==> src/rtl/reg_bank16.sv <==
`default_nettype none
// ============================================================================
// reg_bank16 : 16 x 32-bit register bank, two byte-enabled write ports,
//              dirty bitmap and write acks. Option macro: R0_ZERO_EN.
// Rev 1.0
// ============================================================================
module reg_bank16 #(
  parameter int unsigned      WIDTH     = 32,
  parameter logic [WIDTH-1:0] RESET_VAL = '0
) (
  input  logic             clk,
  input  logic             rst,
  input  logic             we_a,
  input  logic [3:0]       waddr_a,
  input  logic [WIDTH-1:0] wdata_a,
  input  logic [3:0]       wbe_a,
  input  logic             we_b,
  input  logic [3:0]       waddr_b,
  input  logic [WIDTH-1:0] wdata_b,
  input  logic [3:0]       wbe_b,
  input  logic             clr_dirty,
  output logic [WIDTH-1:0] q0,
  output logic [WIDTH-1:0] q1,
  output logic [WIDTH-1:0] q2,
  output logic [WIDTH-1:0] q3,
  output logic [WIDTH-1:0] q4,
  output logic [WIDTH-1:0] q5,
  output logic [WIDTH-1:0] q6,
  output logic [WIDTH-1:0] q7,
  output logic [WIDTH-1:0] q8,
  output logic [WIDTH-1:0] q9,
  output logic [WIDTH-1:0] q10,
  output logic [WIDTH-1:0] q11,
  output logic [WIDTH-1:0] q12,
  output logic [WIDTH-1:0] q13,
  output logic [WIDTH-1:0] q14,
  output logic [WIDTH-1:0] q15,
  output logic [15:0]      dirty,
  output logic             wr_ack_a,
  output logic             wr_ack_b,
  output logic             collide
);
  localparam int unsigned NREG  = 16;
  localparam int unsigned NBYTE = 4;

  logic [WIDTH-1:0] r_regs [NREG];
  logic [WIDTH-1:0] w_next [NREG];
  logic [NREG-1:0]  r_dirty;
  logic [NREG-1:0]  w_dirty_nxt;
  logic [NREG-1:0]  w_hit_a;
  logic [NREG-1:0]  w_hit_b;
  logic             w_eff_a;
  logic             w_eff_b;
  logic             w_collide;
  logic             r_ack_a;
  logic             r_ack_b;
  logic             r_collide;

  assign w_eff_a   = we_a & (|wbe_a);
  assign w_eff_b   = we_b & (|wbe_b);
  assign w_collide = w_eff_a & w_eff_b & (waddr_a == waddr_b);

  always_comb begin
    for (int n = 0; n < NREG; n++) begin
      w_hit_a[n] = w_eff_a && (waddr_a == 4'(n));
      w_hit_b[n] = w_eff_b && (waddr_b == 4'(n));
    end
  end

  // Port A owns every byte it enables; port B only fills bytes A leaves alone.
  always_comb begin
    for (int n = 0; n < NREG; n++) begin
      w_next[n] = r_regs[n];
      for (int i = 0; i < NBYTE; i++) begin
        if (w_hit_a[n] && wbe_a[i])
          w_next[n][8*i +: 8] = wdata_a[8*i +: 8];
        else if (w_hit_b[n] && wbe_b[i])
          w_next[n][8*i +: 8] = wdata_b[8*i +: 8];
      end
    end
    w_dirty_nxt = (clr_dirty ? '0 : r_dirty) | w_hit_a | w_hit_b;
`ifdef R0_ZERO_EN
    w_next[0]      = '0;
    w_dirty_nxt[0] = 1'b0;
`endif
  end

  always_ff @(posedge clk or posedge rst) begin
    if (rst) begin
      for (int n = 0; n < NREG; n++) r_regs[n] <= RESET_VAL;
      r_dirty   <= '0;
      r_ack_a   <= 1'b0;
      r_ack_b   <= 1'b0;
      r_collide <= 1'b0;
    end else begin
      for (int n = 0; n < NREG; n++) r_regs[n] <= w_next[n];
      r_dirty   <= w_dirty_nxt;
      r_ack_a   <= w_eff_a;
      r_ack_b   <= w_eff_b;
      r_collide <= w_collide;
    end
  end

`ifdef R0_ZERO_EN
  assign q0 = '0;
`else
  assign q0 = r_regs[0];
`endif
  assign q1  = r_regs[1];
  assign q2  = r_regs[2];
  assign q3  = r_regs[3];
  assign q4  = r_regs[4];
  assign q5  = r_regs[5];
  assign q6  = r_regs[6];
  assign q7  = r_regs[7];
  assign q8  = r_regs[8];
  assign q9  = r_regs[9];
  assign q10 = r_regs[10];
  assign q11 = r_regs[11];
  assign q12 = r_regs[12];
  assign q13 = r_regs[13];
  assign q14 = r_regs[14];
  assign q15 = r_regs[15];

  assign dirty    = r_dirty;
  assign wr_ack_a = r_ack_a;
  assign wr_ack_b = r_ack_b;
  assign collide  = r_collide;

endmodule
`default_nettype wire

==> config.mk <==
export PLATFORM = sky130hd
export DESIGN_NAME = reg_bank16
export DESIGN_NICKNAME = d
export VERILOG_FILES = /design/src/rtl/reg_bank16.sv
export SDC_FILE = /design/constraint.sdc
export NUM_CORES = 1
export LEC_CHECK = 0
export ABC_AREA = 1
export CAP_MARGIN = 10
export CORE_MARGIN = 3
export CORE_UTILIZATION = 45
export CTS_CLUSTER_SIZE = 28
export DETAILED_ROUTE_END_ITERATION = 12
export PLACE_DENSITY = 0.73
export SETUP_SLACK_MARGIN = 0.1
export SYNTH_ARGS = -nofsm -noshare
export SYNTH_HDL_FRONTEND = slang
export SYNTH_SLANG_ARGS = --single-unit
==> constraint.sdc <==
create_clock -name clk -period 21.8 [get_ports clk]
set_input_delay 4.36 -clock clk [delete_from_list [all_inputs] [get_ports clk]]
set_output_delay 4.36 -clock clk [all_outputs]
set_load 0.05 [all_outputs]
Word-level counts from Yosys, hierarchy flattened
Cells that the tools add are included.
{"block": "totals", "register_bits": 531, "output_inout_bits": 531, "wordCells": 462}
{"block": "classes", "n_eq_ne": 31, "mux": 129, "bitwise": 6, "reduce_logical": 228}
{"op": "$mux 8", "count": 128}
{"op": "$logic_and 1x1->1", "count": 160}
{"op": "$reduce_bool 2->1", "count": 64}
{"op": "$eq 4x4->1 const B", "count": 16}
{"op": "$eq 4x3->1 const B", "count": 8}
{"op": "$or 16x16->16", "count": 2}
{"op": "$eq 4x2->1 const B", "count": 4}
{"op": "$mux 16", "count": 1}
{"op": "$eq 4x1->1 const B", "count": 2}
{"op": "$logic_not 4->1", "count": 2}
{"op": "$reduce_or 4->1", "count": 2}
{"op": "$and 1x1->1", "count": 4}
{"op": "$eq 4x4->1", "count": 1}

Logic depth before layout (Yosys ltp)
{"block": "logic_depth", "ltp_word": 6, "depth_mapped": 11, "depth_no_buf": 9}

Least setup slack after synthesis
OpenSTA, ideal clock, no wires.
{"block": "synth_timing", "path_kind": "input -> register", "start": "input wbe_a[1]", "end": "register r_regs, in the netlist q14[5]", "setup_ns": 0.118, "arrival_time_ns": 5.497, "required_ns": 21.682, "slack_ns": 16.186, "path_stages": 11, "path_cell_list": "buf_4 -> nor2_2 -> nand2_4 -> nand2_8 -> buf_6 -> nor2_1 -> buf_2 -> nand3_1 -> nand2_1 -> nand2_1 -> nand2_1"}
{"block": "synth_via", "elab_chain_cells": 5}
{"element": "start: declaration", "line": "16", "source": "input logic [3:0] wbe_a,"}
{"element": "$reduce_or 4->1 *", "line": "59", "source": "assign w_eff_a = we_a & (|wbe_a);"}
{"element": "$and 1x1->1 *", "line": "59"}
{"element": "$logic_and 1x1->1 *", "line": "65", "source": "w_hit_a[n] = w_eff_a && (waddr_a == 4'(n));"}
{"element": "$logic_and 1x1->1 *", "line": "75", "source": "if (w_hit_a[n] && wbe_a[i])"}
{"element": "$mux 8 / $reduce_bool 2->1 (equally long branches)"}
{"element": "end: declaration", "line": "46", "source": "logic [WIDTH-1:0] r_regs [NREG];"}
Every way passes the cells marked *; elsewhere a longest branch is shown, timed or not.
A chain may end at the register's enable or synchronous reset.

Final worst setup path
{"block": "layout_timing", "start": "input wbe_a[3]", "end": "register r_regs, in the netlist q6[11]"}
Same word-level chain as after synthesis.

==> run metrics <==
post-CTS sizing=0; CTS Hold Bufs=0; design area=35800 um2; status=finished, final reports clean; Hold Path Origin=q10[26]$_DFFE_PP0P_; Worst Setup SP=wbe_a[3]; most frequent cells in the layout=1303 x nand2_1, 1210 x nand3_1, 609 x clkdlybuf4s50_1; vias in the first global route=27200; CTS Root Cell=clkbuf_16; Top Layer Used=met5; leakage power=0.0180 uW; Non-Filler Instances=5038; metal2 WL=53500 um; TritonCTS buffer count=58; Worst-Margin Slew=1.24 ns; die height=254 um; CTS tree=yes; Clock Skew=0 ns; slew margin rel.=0.175; Starting DRT DRC Count=3932; register area share after synthesis=0.481; NetSw=1860 uW; Clk network pwr share=0.239; Fin. Hold Viols=0; worst hold path type=reg -> reg; Logic pwr share=0.428; Cell Rows=90; Max Slew Vio Count=0; CP arrival=7.99 ns; CP Data Required Time=22.35 ns; max_cap viols=0; CORE AREA=60500 um2; Worst VDD drop=0.0000700 V; Initial Utilization=0.457; CP Class=in -> reg; post-synthesis cell area=27600 um2; Setup crit end kind=register; library cells used by synthesis=26; GRT Util Overall=0.365; Clock Pin Slew Worst Setup and Hold Paths=0.06 ns; critical path startpoint category=input pin; dpl cells=4933; Cells after Synth=3731; power per cell area=118 nW/um2; first-pass GRT wire length=176000 um; Synth Register Bits=531; Fmax achieved=0.134 GHz; initial antenna violation count=5; syn nets=3816; met3 WL=14200 um; setup bufs post-CTS=0; I/O Pins=616; Port Buf Inserts=615; vias per inst=5.93; Internal=2360 uW; Clock H-tree levels=2; WL/cell=24.0 um; Yosys warning count=0; share of cells above drive strength 1=0.0461; DRC=0; Avg Inst Size Synth=7.40 um2; Final Cycle Share=0.341; RSZ-0062 raised after global routing=no; placed cell areas=33900 um2; M1 wire length=46300 um; Sw Ratio=0.441; Layout area overhead=29.7%; largest net degree at the start of global routing=113; pre-CTS WS=13.89 ns; gr ovfl total=0; DR vias=29900; most common cell after layout, fill and taps aside=nand2_1; clock buffer depth=3; part of the power in registers=0.334; Filler cells=5489; Post-DP HPWL=82900 um; Post-DRT Antenna Nets=0; Final min period=7.44 ns; clock sink count=531; full die area=64400 um2; nets@finish=4296; final worst setup slack=14.36 ns; largest fanout on the critical path=74; clock latency on the worst-skew pair=0.61 ns; Pre-Repair DR Iteration Count=6; Placer Congestion=0.913; Setup-failing EPs final=0; worst r2r src=dirty[10]$_DFF_PP0_; die width=254 um; total negative slack=0 ns; total power draw=4220 uW; final WL=121000 um
-- logic make-up (layout without fill, tap and decap cells) --
family                 count (synthesis)  in the layout  synth area share
buffers and inverters                458            981            0.0687
and+or+nand+nor                     2714           2714             0.445
DFF                                  531            531             0.481
other                                  0              2                 0
AOI/OAI and AO/OA                     28             28           0.00544
-- critical path, stage by stage --
cell and delay [ns]:
buf_2 0.08, buf_4 0.62, nor2_1 0.18, nand2_4 0.62, nand2_8 0.31, nor2_2 0.89
nand2_2 0.42, inv_2 0.26, nand2_1 0.07, nand3_1 0.11
-- power by group through the flow --
stage / sequential, uW / clock, uW / combinational (uW)
3_5_place_dp: 1410 / 0 / 1800
6_report: 1410 / 1010 / 1800
3_3_place_gp: 1420 / 0 / 1790
2_1_floorplan: 2200 / 0 / 303
4_1_cts: 1400 / 1010 / 1810
5_1_grt: 1430 / 1060 / 1880
-- final cells by class --
type	count	area [um2]	share of cell area
Sequential cell	531	13300	0.371
Multi-Input combinational cell	2742	12400	0.347
Timing Repair Buffer	642	6330	0.177
Clock buffer	86	1690	0.0471
Tap cell	782	978	0.0273
Inverter	236	893	0.0249
Clock inverter	17	214	0.00597
Antenna cell	2	5.00	0.000140
-- stage by stage --
step           hold WS [ns]  utilization
5_1_grt               0.498        0.592
6_report              0.478        0.592
3_3_place_gp          0.462        0.561
3_5_place_dp          0.467        0.561
4_1_cts               0.480        0.592
2_1_floorplan         0.755            -
-- layer usage --
metal	track usage	vias up
met5	0	-
met4	0.180	6
met3	0.0886	379
met2	0.551	2012
met1	0.492	14200
li1	-	13300
-- cells in the mapped netlist, drive strengths merged --
cell / instances / area [um2]
a21oi: 13 / 65.1
buf: 131 / 671
clkbuf: 91 / 342
clkinv: 4 / 15.0
dfrtp: 531 / 13300
inv: 232 / 871
nand2: 1320 / 5020
nand3: 1210 / 6060
nand4: 107 / 776
nor2: 69 / 380
nor3: 8 / 40.0
o211ai: 1 / 7.51
o21ai: 9 / 45.0
o22ai: 4 / 25.0
o31ai: 1 / 7.51
-- final timing paths --
kind / end / slack, ns / depth (start not counted)
worst min register to register: q10[26]$_DFFE_PP0P_ / 0.48 / 2
worst max register to register: dirty[10]$_DFF_PP0_ / 20.95 / 2
max in group asynchronous: q11[7]$_DFFE_PP0P_ / 14.85 / 4
worst max-delay path: q6[11]$_DFFE_PP0P_ / 14.36 / 10
min in group asynchronous: q14[24]$_DFFE_PP0P_ / 4.25 / 2
worst min-delay path: q10[26]$_DFFE_PP0P_ / 0.48 / 2
No activity file was read; power rests on OpenSTA's default activity.
